$ cat config.mk
export PLATFORM = sky130hd
export DESIGN_NAME = mem_rmw_ctrl_flat
export DESIGN_NICKNAME = d
export VERILOG_FILES = /design/src/rtl/mem_rmw_ctrl_if.sv /design/src/rtl/mem_rmw_ctrl.sv /design/src/flat_wrapper.sv
export SDC_FILE = /design/constraint.sdc
export NUM_CORES = 1
export LEC_CHECK = 0
export CORE_MARGIN = 8
export CORE_UTILIZATION = 51
export DETAILED_ROUTE_END_ITERATION = 10
export HOLD_SLACK_MARGIN = 0.12
export PLACE_DENSITY_LB_ADDON = 0.12
export SLEW_MARGIN = 15
export SYNTH_ARGS = -nofsm -noshare
export SYNTH_HDL_FRONTEND = slang
export SYNTH_SLANG_ARGS = --single-unit
$ cat constraint.sdc
create_clock -name clk -period 4.5 [get_ports clk]
set_input_delay 0.9 -clock clk [delete_from_list [all_inputs] [get_ports clk]]
set_output_delay 0.9 -clock clk [all_outputs]
set_load 0.02 [all_outputs]
$ cat src/rtl/mem_rmw_ctrl_if.sv
// Shared types and the bundled CPU-request / memory-port signals of the
// load/store sequencer.
package mem_rmw_pkg;
  typedef logic [31:0] cpu_word;
  typedef enum logic [1:0] {
    MEM_W = 2'd0,
    MEM_H = 2'd1,
    MEM_B = 2'd2
  } mem_mode;
endpackage

interface mem_rmw_if #(
  parameter int ADDR_W = 32
);
  import mem_rmw_pkg::*;

  logic              req_valid;
  logic              req_ready;
  logic              req_write;
  mem_mode           req_mode;
  logic [ADDR_W-1:0] req_addr;
  cpu_word           req_wdata;

  logic              resp_valid;
  cpu_word           resp_word;
  logic [1:0]        resp_byte_adr;
  mem_mode           resp_mode;
  logic              err_misaligned;
  logic              err_timeout;

  logic [ADDR_W-3:0] mem_adr;
  logic              mem_rd;
  logic              mem_wr;
  cpu_word           mem_wdata;
  cpu_word           mem_rdata;
  logic              mem_ack;

  // slave is the controller's view; master is the CPU + memory environment.
  modport slave (
    input  req_valid, req_write, req_mode, req_addr, req_wdata,
    input  mem_rdata, mem_ack,
    output req_ready, resp_valid, resp_word, resp_byte_adr, resp_mode,
    output err_misaligned, err_timeout,
    output mem_adr, mem_rd, mem_wr, mem_wdata
  );

  modport master (
    output req_valid, req_write, req_mode, req_addr, req_wdata,
    output mem_rdata, mem_ack,
    input  req_ready, resp_valid, resp_word, resp_byte_adr, resp_mode,
    input  err_misaligned, err_timeout,
    input  mem_adr, mem_rd, mem_wr, mem_wdata
  );
endinterface

$ cat src/rtl/mem_rmw_ctrl.sv
// Load/store sequencer for a word-wide memory port without byte enables:
// sub-word stores are done as read-modify-write.
module mem_rmw_ctrl
  import mem_rmw_pkg::*;
#(
  parameter int ADDR_W      = 32,
  parameter int BUS_TIMEOUT = 255
) (
  input logic     clk,
  input logic     rst,
  mem_rmw_if.slave bus
);

  localparam int TW = (BUS_TIMEOUT > 1) ? $clog2(BUS_TIMEOUT) : 1;
  localparam logic [TW-1:0] TO_LAST = TW'((BUS_TIMEOUT > 0) ? BUS_TIMEOUT - 1 : 0);

  typedef enum logic [1:0] {
    IDLE = 2'd0,
    RD   = 2'd1,
    WR   = 2'd2,
    RESP = 2'd3
  } ctrlState;

  ctrlState          state;
  ctrlState          nextState;

  logic [ADDR_W-1:0] addrReg;
  mem_mode           modeReg;
  logic              writeReg;
  logic [15:0]       wdataReg;
  cpu_word           wordReg;
  cpu_word           respWordReg;
  logic [1:0]        respByteReg;
  mem_mode           respModeReg;
  logic              errMisReg;
  logic              errToReg;
  logic [TW-1:0]     timer;

  logic              accept;
  logic              misaligned;
  logic              timeoutHit;
  cpu_word           mergedWord;

  assign accept     = bus.req_valid && (state == IDLE);
  assign misaligned = ((bus.req_mode == MEM_H) && bus.req_addr[0]) ||
                      ((bus.req_mode == MEM_W) && (bus.req_addr[1:0] != 2'b00));
  assign timeoutHit = (BUS_TIMEOUT != 0) && !bus.mem_ack && (timer == TO_LAST);

  always_ff @(posedge clk) begin
    if (rst) begin
      state <= IDLE;
    end else begin
      state <= nextState;
    end
  end

  always_comb begin
    nextState = state;
    case (state)
      IDLE: begin
        if (accept) begin
          if (misaligned) begin
            nextState = RESP;
          end else if (bus.req_write && (bus.req_mode == MEM_W)) begin
            nextState = WR;
          end else begin
            nextState = RD;
          end
        end
      end
      RD: begin
        if (bus.mem_ack) begin
          nextState = writeReg ? WR : RESP;
        end else if (timeoutHit) begin
          nextState = RESP;
        end
      end
      WR: begin
        if (bus.mem_ack || timeoutHit) begin
          nextState = RESP;
        end
      end
      default: nextState = IDLE;
    endcase
  end

  // Overlay the store data onto the fetched word; untouched lanes keep the read value.
  always_comb begin
    mergedWord = bus.mem_rdata;
    if (modeReg == MEM_B) begin
      case (addrReg[1:0])
        2'd0:    mergedWord[7:0]   = wdataReg[7:0];
        2'd1:    mergedWord[15:8]  = wdataReg[7:0];
        2'd2:    mergedWord[23:16] = wdataReg[7:0];
        default: mergedWord[31:24] = wdataReg[7:0];
      endcase
    end else if (modeReg == MEM_H) begin
      if (addrReg[1]) begin
        mergedWord[31:16] = wdataReg;
      end else begin
        mergedWord[15:0] = wdataReg;
      end
    end
  end

  // Response fields only change on the way into RESP, so they hold between responses.
  always_ff @(posedge clk) begin
    if (rst) begin
      addrReg     <= '0;
      modeReg     <= MEM_W;
      writeReg    <= 1'b0;
      wdataReg    <= '0;
      wordReg     <= '0;
      respWordReg <= '0;
      respByteReg <= '0;
      respModeReg <= MEM_W;
      errMisReg   <= 1'b0;
      errToReg    <= 1'b0;
      timer       <= '0;
    end else begin
      case (state)
        IDLE: begin
          if (accept) begin
            addrReg   <= bus.req_addr;
            modeReg   <= bus.req_mode;
            writeReg  <= bus.req_write;
            wdataReg  <= bus.req_wdata[15:0];
            wordReg   <= bus.req_wdata;
            errMisReg <= 1'b0;
            errToReg  <= 1'b0;
            timer     <= '0;
            if (misaligned) begin
              errMisReg   <= 1'b1;
              respWordReg <= '0;
              respByteReg <= bus.req_addr[1:0];
              respModeReg <= bus.req_mode;
            end
          end
        end
        RD: begin
          if (bus.mem_ack) begin
            timer <= '0;
            if (writeReg) begin
              wordReg <= mergedWord;
            end else begin
              respWordReg <= bus.mem_rdata;
              respByteReg <= addrReg[1:0];
              respModeReg <= modeReg;
            end
          end else if (timeoutHit) begin
            errToReg    <= 1'b1;
            respWordReg <= '0;
            respByteReg <= addrReg[1:0];
            respModeReg <= modeReg;
          end else begin
            timer <= timer + TW'(1);
          end
        end
        WR: begin
          if (bus.mem_ack) begin
            respWordReg <= wordReg;
            respByteReg <= addrReg[1:0];
            respModeReg <= modeReg;
          end else if (timeoutHit) begin
            errToReg    <= 1'b1;
            respWordReg <= '0;
            respByteReg <= addrReg[1:0];
            respModeReg <= modeReg;
          end else begin
            timer <= timer + TW'(1);
          end
        end
        default: ;
      endcase
    end
  end

  assign bus.req_ready      = (state == IDLE);
  assign bus.resp_valid     = (state == RESP);
  assign bus.resp_word      = respWordReg;
  assign bus.resp_byte_adr  = respByteReg;
  assign bus.resp_mode      = respModeReg;
  assign bus.err_misaligned = errMisReg;
  assign bus.err_timeout    = errToReg;
  assign bus.mem_adr        = addrReg[ADDR_W-1:2];
  assign bus.mem_rd         = (state == RD);
  assign bus.mem_wr         = (state == WR);
  assign bus.mem_wdata      = wordReg;

endmodule

$ cat src/flat_wrapper.sv
// flat-port wrapper written by rule: the top's interface ports become plain ports
module mem_rmw_ctrl_flat import mem_rmw_pkg::*;
#(
  parameter int ADDR_W      = 32,
  parameter int BUS_TIMEOUT = 255
)
  (clk, rst, bus_req_valid, bus_req_write, bus_req_mode, bus_req_addr, bus_req_wdata, bus_mem_rdata, bus_mem_ack, bus_req_ready, bus_resp_valid, bus_resp_word, bus_resp_byte_adr, bus_resp_mode, bus_err_misaligned, bus_err_timeout, bus_mem_adr, bus_mem_rd, bus_mem_wr, bus_mem_wdata);
  mem_rmw_if #(.ADDR_W(ADDR_W)) bus_i ();
  input logic clk;
  input logic rst;
  input wire logic [$bits(bus_i.req_valid)-1:0] bus_req_valid;
  input wire logic [$bits(bus_i.req_write)-1:0] bus_req_write;
  input wire logic [$bits(bus_i.req_mode)-1:0] bus_req_mode;
  input wire logic [$bits(bus_i.req_addr)-1:0] bus_req_addr;
  input wire logic [$bits(bus_i.req_wdata)-1:0] bus_req_wdata;
  input wire logic [$bits(bus_i.mem_rdata)-1:0] bus_mem_rdata;
  input wire logic [$bits(bus_i.mem_ack)-1:0] bus_mem_ack;
  output wire logic [$bits(bus_i.req_ready)-1:0] bus_req_ready;
  output wire logic [$bits(bus_i.resp_valid)-1:0] bus_resp_valid;
  output wire logic [$bits(bus_i.resp_word)-1:0] bus_resp_word;
  output wire logic [$bits(bus_i.resp_byte_adr)-1:0] bus_resp_byte_adr;
  output wire logic [$bits(bus_i.resp_mode)-1:0] bus_resp_mode;
  output wire logic [$bits(bus_i.err_misaligned)-1:0] bus_err_misaligned;
  output wire logic [$bits(bus_i.err_timeout)-1:0] bus_err_timeout;
  output wire logic [$bits(bus_i.mem_adr)-1:0] bus_mem_adr;
  output wire logic [$bits(bus_i.mem_rd)-1:0] bus_mem_rd;
  output wire logic [$bits(bus_i.mem_wr)-1:0] bus_mem_wr;
  output wire logic [$bits(bus_i.mem_wdata)-1:0] bus_mem_wdata;
  assign bus_i.req_valid = bus_req_valid;
  assign bus_i.req_write = bus_req_write;
  assign bus_i.req_mode = bus_req_mode;
  assign bus_i.req_addr = bus_req_addr;
  assign bus_i.req_wdata = bus_req_wdata;
  assign bus_i.mem_rdata = bus_mem_rdata;
  assign bus_i.mem_ack = bus_mem_ack;
  assign bus_req_ready = bus_i.req_ready;
  assign bus_resp_valid = bus_i.resp_valid;
  assign bus_resp_word = bus_i.resp_word;
  assign bus_resp_byte_adr = bus_i.resp_byte_adr;
  assign bus_resp_mode = bus_i.resp_mode;
  assign bus_err_misaligned = bus_i.err_misaligned;
  assign bus_err_timeout = bus_i.err_timeout;
  assign bus_mem_adr = bus_i.mem_adr;
  assign bus_mem_rd = bus_i.mem_rd;
  assign bus_mem_wr = bus_i.mem_wr;
  assign bus_mem_wdata = bus_i.mem_wdata;
  mem_rmw_ctrl #(.ADDR_W(ADDR_W), .BUS_TIMEOUT(BUS_TIMEOUT)) u_core (.clk(clk), .rst(rst), .bus(bus_i));
endmodule
==> flow_summary_export.csv, run 1 <==
group,metric,value,unit
status,status,"finished clean",
finish,insertedDiodeCount,0,
clock_tree,cts_tree,"built",
clock_tree,postCtsSetupBuffers,0,
route,first_iter_violations,629,
sta,fmax,0.315,GHz
clock_tree,clock_latency,0.41,ns
route,drc_errors,0,
yosys,synth.cell_area,0.00685,mm^2
finish,regArea,0.00262,mm^2
grt,grt_pass1_vias,6685,
route,wire_per_inst,20.1,um
finish,drive_gt1_share,8.79,%
clock_tree,cts_sinks,131,
route,drt_pass1_iterations,5,
setup_path,crit_required,3.60,ns
grt,antenna_found_initial,0,
yosys,netlist_top_cells_area,"dfxtp_1 (38%), nand2_1 (6.9%), a21oi_1 (6.4%), a22o_1 (4.2%), o2bb2ai_1 (4.1%)",
sta,max_slew_margin,28.1,%
clock_tree,cts_resized,0,
route,vias,6980,
yosys,synth_edf_count,0,
floorplan,die_height,132,um
floorplan,die_w,132,um
setup_path,critPathSlowestCell,"clkdlybuf4s50_1",
setup_path,crit_family,"buffers and inverters",
pwr,power.density,612,mW/mm^2
clock_tree,clkSlewWorstSetupHoldPaths,0.06,ns
floorplan,rows,42,
floorplan,initial_core_util,52.0,%
yosys,avgSynthCellArea,8.29,um^2
setup_path,critPathLaunchType,"register",
setup_path,cp.arrival,2.27,ns
sta,setup_viol,0,
finish,multi_input_area,0.00368,mm^2
route,viasPerCell,6.11,
pwr,p_leak,3.18,nW
placed_design,place_hpwl,16600,um
sta,hold_viol_final,0,
sta,rsz0062_at_grt,"no",
yosys,synth_ff_type,"dfxtp_1",
setup_path,cp_num_buf_inv,2,
yosys,yosysUniqueCellTypes,58,
sta,worst_slew_pin_slew,1.08,ns
yosys,yosysTopAreaCellShare,38.3,%
grt,grt_start_max_net_pins,86,
setup_path,worstPathMaxFanout,19,
clock_tree,holdBufCountCts,0,
yosys,ys_warn_count,0,
setup_path,worstPathCellList,"inv_1, ha_1, clkdlybuf4s50_1",
setup_path,path_class,"reg2out",
finish,layout.nets,1063,
floorplan,die_area,0.0174,mm^2
grt,grt_use_total,25.7,%
yosys,synthArstFlopShare,0,%
finish,fin_area,0.00933,mm^2
yosys,syn_nets,936,
hold_path,hold_path.class,"reg2reg",
yosys,synth_cells,827,
sta,period_share,70.5,%
yosys,ys_ff_latch,131,
floorplan,boundaryPins,207,
placed_design,place_area,0.00867,mm^2
grt,grt_pass1_wl,36900,um
clock_tree,cts_max_path_buffers,2,
floorplan,core,0.0132,mm^2
run,maxCapViolCount,0,
placed_design,routabilityCongestion,0.923,
clock_tree,root_buffer,"clkbuf_16",
route,drt_wl_total,23000,um
setup_path,critPathCaptureType,"output pin",
sta,drv_slew,0,
sta,finalCriticalPeriod,3.17,ns
setup_path,cp_slowest_stage_delay,0.75,ns
yosys,ys_seq_area_share,38.3,%
route,ant_nets,0,
sta,worst_hold_slack,0.451,ns
finish,area_growth_syn_to_layout,36.2,%
placed_design,io_buffers,206,
grt,overflow,0,
clock_tree,cts_buffers,17,
sta,clock_skew,0.00549,ns
pwr,ir_drop,0.323,mV
finish,n_fill_cell,1053,
yosys,synth_top_area_cell,"dfxtp_1",
sta,finalSetupTns,0,ns
clock_tree,h-tree-depth,4,
registers in the layout, indices dropped and copies added (netlist names):
name                       flops
u_core.addrReg                32
u_core.state                   2
u_core.bus.err_timeout         1
u_core.bus.err_misaligned      1
u_core.timer                   8
u_core.bus.resp_mode           2
u_core.wdataReg               16
u_core.bus.resp_word          32
u_core.bus.resp_byte_adr       2
u_core.writeReg                1
u_core.bus.mem_wdata          32
u_core.modeReg                 2
kinds of logic (layout without fill, tap and decap cells):
kind of cell	count (synthesis)	in the layout	synth area share, %
multiplexers	20	20	3.23
AO/OA/AOI/OAI	304	304	32.3
adder cells (fa/ha/maj)	6	6	1.10
flip-flops	131	131	38.3
AND/OR/NAND/NOR	253	253	17.0
buffers and inverters	113	253	8.12
worst paths after layout:
check | start | to | slack [ns] | cells past startpoint
setup reg to reg | u_core.state[0]$_SDFFE_PP0P_ | u_core.bus.mem_wdata[4]$_SDFFE_PP0P_ | 1.64 | 7
hold reg to reg | u_core.addrReg[6]$_SDFFE_PP0P_ | u_core.addrReg[6]$_SDFFE_PP0P_ | 0.45 | 2
hold / removal | u_core.addrReg[6]$_SDFFE_PP0P_ | u_core.addrReg[6]$_SDFFE_PP0P_ | 0.45 | 2
setup / recovery | u_core.state[0]$_SDFFE_PP0P_ | bus_mem_wr | 1.33 | 3
final cells by class:
type | instances | area share, %
Clock buffer | 21 | 4.93
Clock inverter | 11 | 2.14
Inverter | 7 | 0.282
Multi-Input combinational cell | 583 | 39.5
Sequential cell | 131 | 28.1
Tap cell | 176 | 2.36
Timing Repair Buffer | 214 | 22.7
through the flow:
stage	cells	setup slack (ns)	total power, mW	util [%]
finish	1143	1.33	5.71	70.8
global route	1143	1.22	6.02	70.8
CTS	1143	1.30	5.72	70.8
detailed placement	1111	1.09	4.18	65.8
global placement	1111	1.23	4.12	65.8
floorplan	827	2.29	3.31	-
per-layer routing:
layer | global-route usage, % | vias up | routed length (um)
met3 | 8.08 | 33 | 2230
li1 | - | 3301 | -
met5 | 0 | - | 0
met4 | 8.30 | 0 | 455
met1 | 32.7 | 3310 | 9930
met2 | 40.3 | 336 | 10400
placed cells by master (no fill, tap or decap), types with 4 or more instances in the layout:
master	n
a211oi_1	33
a21oi_1	86
a22o_1	33
a22oi_1	32
a311oi_1	4
a31o_2	15
a31oi_1	4
a32oi_1	16
buf_4	9
bufinv_16	5
clkbuf_16	17
clkdlybuf4s50_1	205
dfxtp_1	131
ha_1	5
inv_1	6
mux2_2	17
nand2_1	125
nand2b_1	5
nand3_1	12
nand3b_1	16
nand4_1	4
nor2_1	56
nor2b_1	5
nor3_1	5
o21a_1	9
o21ai_0	4
o2bb2ai_1	32
o41ai_1	17
or3_1	5
worst reg2reg max path, stage by stage, from the launching register on:
cell and delay (ns):
dfxtp_1 0.34, inv_1 0.09, ha_1 0.34, nor2b_1 0.68, a211o_1 0.65, buf_4 0.42
nand3b_1 0.13, o41ai_1 0.09
power breakdown:
group          total (mW)  internal (mW)  switching (mW)
combinational        2.51           1.02            1.49
sequential           1.66           1.41           0.248
clock                1.54           1.02           0.518
total                5.71           3.45            2.26
synth_stat cells, types with 9 or more instances:
master,instances
nand3_1,12
dfxtp_1,131
a32oi_1,16
a211oi_1,33
clkbuf_1,62
nand2_1,126
o41ai_1,17
o2bb2ai_1,32
buf_2,10
a22o_1,33
a22oi_1,32
nand3b_1,16
a21oi_1,87
a31o_2,15
nor2_1,56
o21a_1,9
mux2_2,17
buf_4,30
(Power assumes the default switching activity.)
==> inputs of run 2 (changes only) <==
--- a/config.mk
+++ b/config.mk
@@ -6,7 +6,7 @@
 export NUM_CORES = 1
 export LEC_CHECK = 0
 export CORE_MARGIN = 8
-export CORE_UTILIZATION = 51
+export CORE_UTILIZATION = 43
 export DETAILED_ROUTE_END_ITERATION = 10
 export HOLD_SLACK_MARGIN = 0.12
 export PLACE_DENSITY_LB_ADDON = 0.12
==> constraint.sdc (replaced) <==
create_clock -name clk -period 2.8 [get_ports clk]
set_input_delay 0.56 -clock clk [delete_from_list [all_inputs] [get_ports clk]]
set_output_delay 0.56 -clock clk [all_outputs]
set_load 0.02 [all_outputs]
==> flow_summary_export.csv, run 2 (same netlist as run 1, synthesis figures left out) <==
group,metric,value,unit
sta,hold_viol_final,0,
finish,multi_input_area,0.00369,mm^2
setup_path,cp_slowest_stage_delay,0.64,ns
placed_design,place_area,0.00890,mm^2
setup_path,critPathLaunchType,"register",
sta,max_slew_margin,37.7,%
setup_path,r2r-end,"u_core.timer[7]$_SDFFE_PP0P_",
placed_design,place_hpwl,16700,um
setup_path,critPathSlowestCell,"clkdlybuf4s50_1",
finish,layout_common_cells,"clkdlybuf4s50_1 (205), dfxtp_1 (131), nand2_1 (125)",
setup_path,cp.arrival,1.99,ns
finish,regArea,0.00262,mm^2
placed_design,io_buffers,206,
route,drc_errors,0,
floorplan,die_w,142,um
floorplan,boundaryPins,207,
setup_path,path_class,"reg2out",
floorplan,core,0.0157,mm^2
floorplan,rows,46,
sta,drv_slew,0,
clock_tree,cts_max_path_buffers,2,
finish,fin_area,0.00950,mm^2
sta,finalSetupTns,0,ns
floorplan,die_area,0.0202,mm^2
setup_path,crit_required,2.24,ns
setup_path,rr_startpoint,"u_core.state[0]$_SDFFE_PP0P_",
finish,fin_util,60.5,%
route,drt_pass1_iterations,6,
hold_path,worstHoldStart,"u_core.addrReg[2]$_SDFFE_PP0P_",
grt,grt_pass1_wl,35900,um
clock_tree,cts_buffers,17,
finish,insertedDiodeCount,0,
sta,setup_viol,0,
clock_tree,cts_tree,"built",
sta,finalCriticalPeriod,2.55,ns
route,wire_per_inst,19.6,um
setup_path,reg2reg_depth,6,
hold_path,hold_path.class,"reg2reg",
sta,rsz0062_at_grt,"no",
floorplan,initial_core_util,43.6,%
route,ant_nets,0,
floorplan,die_height,142,um
hold_path,hold_path_depth,2,
setup_path,worstPathCellList,"inv_1, ha_1, buf_4, clkdlybuf4s50_1",
finish,final_common_cell,"clkdlybuf4s50_1",
hold_path,min_delay_worst_endpoint,"u_core.addrReg[2]$_SDFFE_PP0P_",
finish,layout.nets,1077,
clock_tree,h-tree-depth,4,
grt,grt_start_max_net_pins,87,
pwr,total_power,9.17,mW
setup_path,rrSetupSlack,0.60,ns
clock_tree,root_buffer,"clkbuf_16",
grt,grt_pass1_vias,6322,
grt,grt_use_total,22.5,%
clock_tree,cts_resized,0,
sta,period_share,91.1,%
route,drt_wl_total,23500,um
run,maxCapViolCount,0,
finish,drive_gt1_share,10.3,%
grt,overflow,0,
clock_tree,clkSlewWorstSetupHoldPaths,0.06,ns
setup_path,worstPathMaxFanout,12,
status,status,"finished clean",
sta,worst_slew_pin_slew,0.931,ns
sta,clock_skew,0.00732,ns
pwr,p_leak,3.26,nW
sta,setup_slack,0.249,ns
clock_tree,postCtsSetupBuffers,0,
finish,n_fill_cell,1414,
pwr,ir_drop,0.464,mV
sta,fmax,0.392,GHz
clock_tree,clock_latency,0.42,ns
route,viasPerCell,5.76,
clock_tree,cts_sinks,131,
route,vias,6889,
pwr,power.density,966,mW/mm^2
finish,area_growth_syn_to_layout,38.6,%
placed_design,dp_slack,0.274,ns
clock_tree,holdBufCountCts,0,
setup_path,critPathCaptureType,"output pin",
route,first_iter_violations,628,
grt,antenna_found_initial,1,
placed_design,routabilityCongestion,0.894,
==> run 2: changes by cell type in the layout (fill, tap and decap cells not counted) <==
cell,change
clkinvlp_4,-1
clkbuf_8,-2
clkinv_4,+3
inv_6,+5
bufinv_16,-3
ha_4,+1
buf_12,+5
ha_2,-1
buf_4,+9
clkbuf_1,-2
==> run 2: worst max-delay path, delay by kind of cell (launching register included) <==
kind / cells / cell delay (ns)
flip-flops: 1 / 0.37
buffers and inverters: 3 / 0.98
adder cells (fa/ha/maj): 1 / 0.22
==> run 2: area by class of cell <==
cell class | instances | area share, %
flip-flops and latches | 131 | 27.6
well taps | 216 | 2.85
clock buffers | 17 | 4.48
multi-input cells | 583 | 38.9
repair buffers | 228 | 24.1
inverters | 7 | 0.277
clock inverters | 15 | 1.82
==> run 2: power breakdown <==
group / internal [mW] / total (mW) / switching, mW
Clock: 1.34 / 2.26 / 0.924
Combinational: 1.79 / 4.27 / 2.48
Sequential: 2.27 / 2.64 / 0.371
Total: 5.40 / 9.17 / 3.77
==> run 2: how the worst max path moves through the flow <==
stage | from | end | slack [ns] | cells after the start
after floorplan | u_core.state[0]$_SDFFE_PP0P_ | u_core.timer[7]$_SDFFE_PP0P_ | 0.59 | 7
after global placement | bus_mem_ack | u_core.timer[7]$_SDFFE_PP0P_ | 0.31 | 6
after detailed placement | bus_mem_ack | u_core.timer[7]$_SDFFE_PP0P_ | 0.27 | 6
after CTS | u_core.state[0]$_SDFFE_PP0P_ | bus_mem_wr | 0.22 | 4
after global routing | u_core.state[0]$_SDFFE_PP0P_ | bus_mem_wr | 0.17 | 4
final | u_core.state[0]$_SDFFE_PP0P_ | bus_mem_wr | 0.25 | 4
==> run 2: metrics by stage <==
stage / std cells / hold slack [ns]
2_1_floorplan: 827 / 0.437
3_3_place_gp: 1165 / 0.441
3_5_place_dp: 1165 / 0.447
4_1_cts: 1197 / 0.454
5_1_grt: 1197 / 0.474
6_report: 1197 / 0.452
==> run 2: metal layers <==
layer	track usage (%)	vias to the layer above	routed length, um
met5	0	-	8
met4	6.56	2	306
met3	7.21	25	2490
met2	33.1	327	10300
met1	30.7	3209	10400
li1	-	3326	-
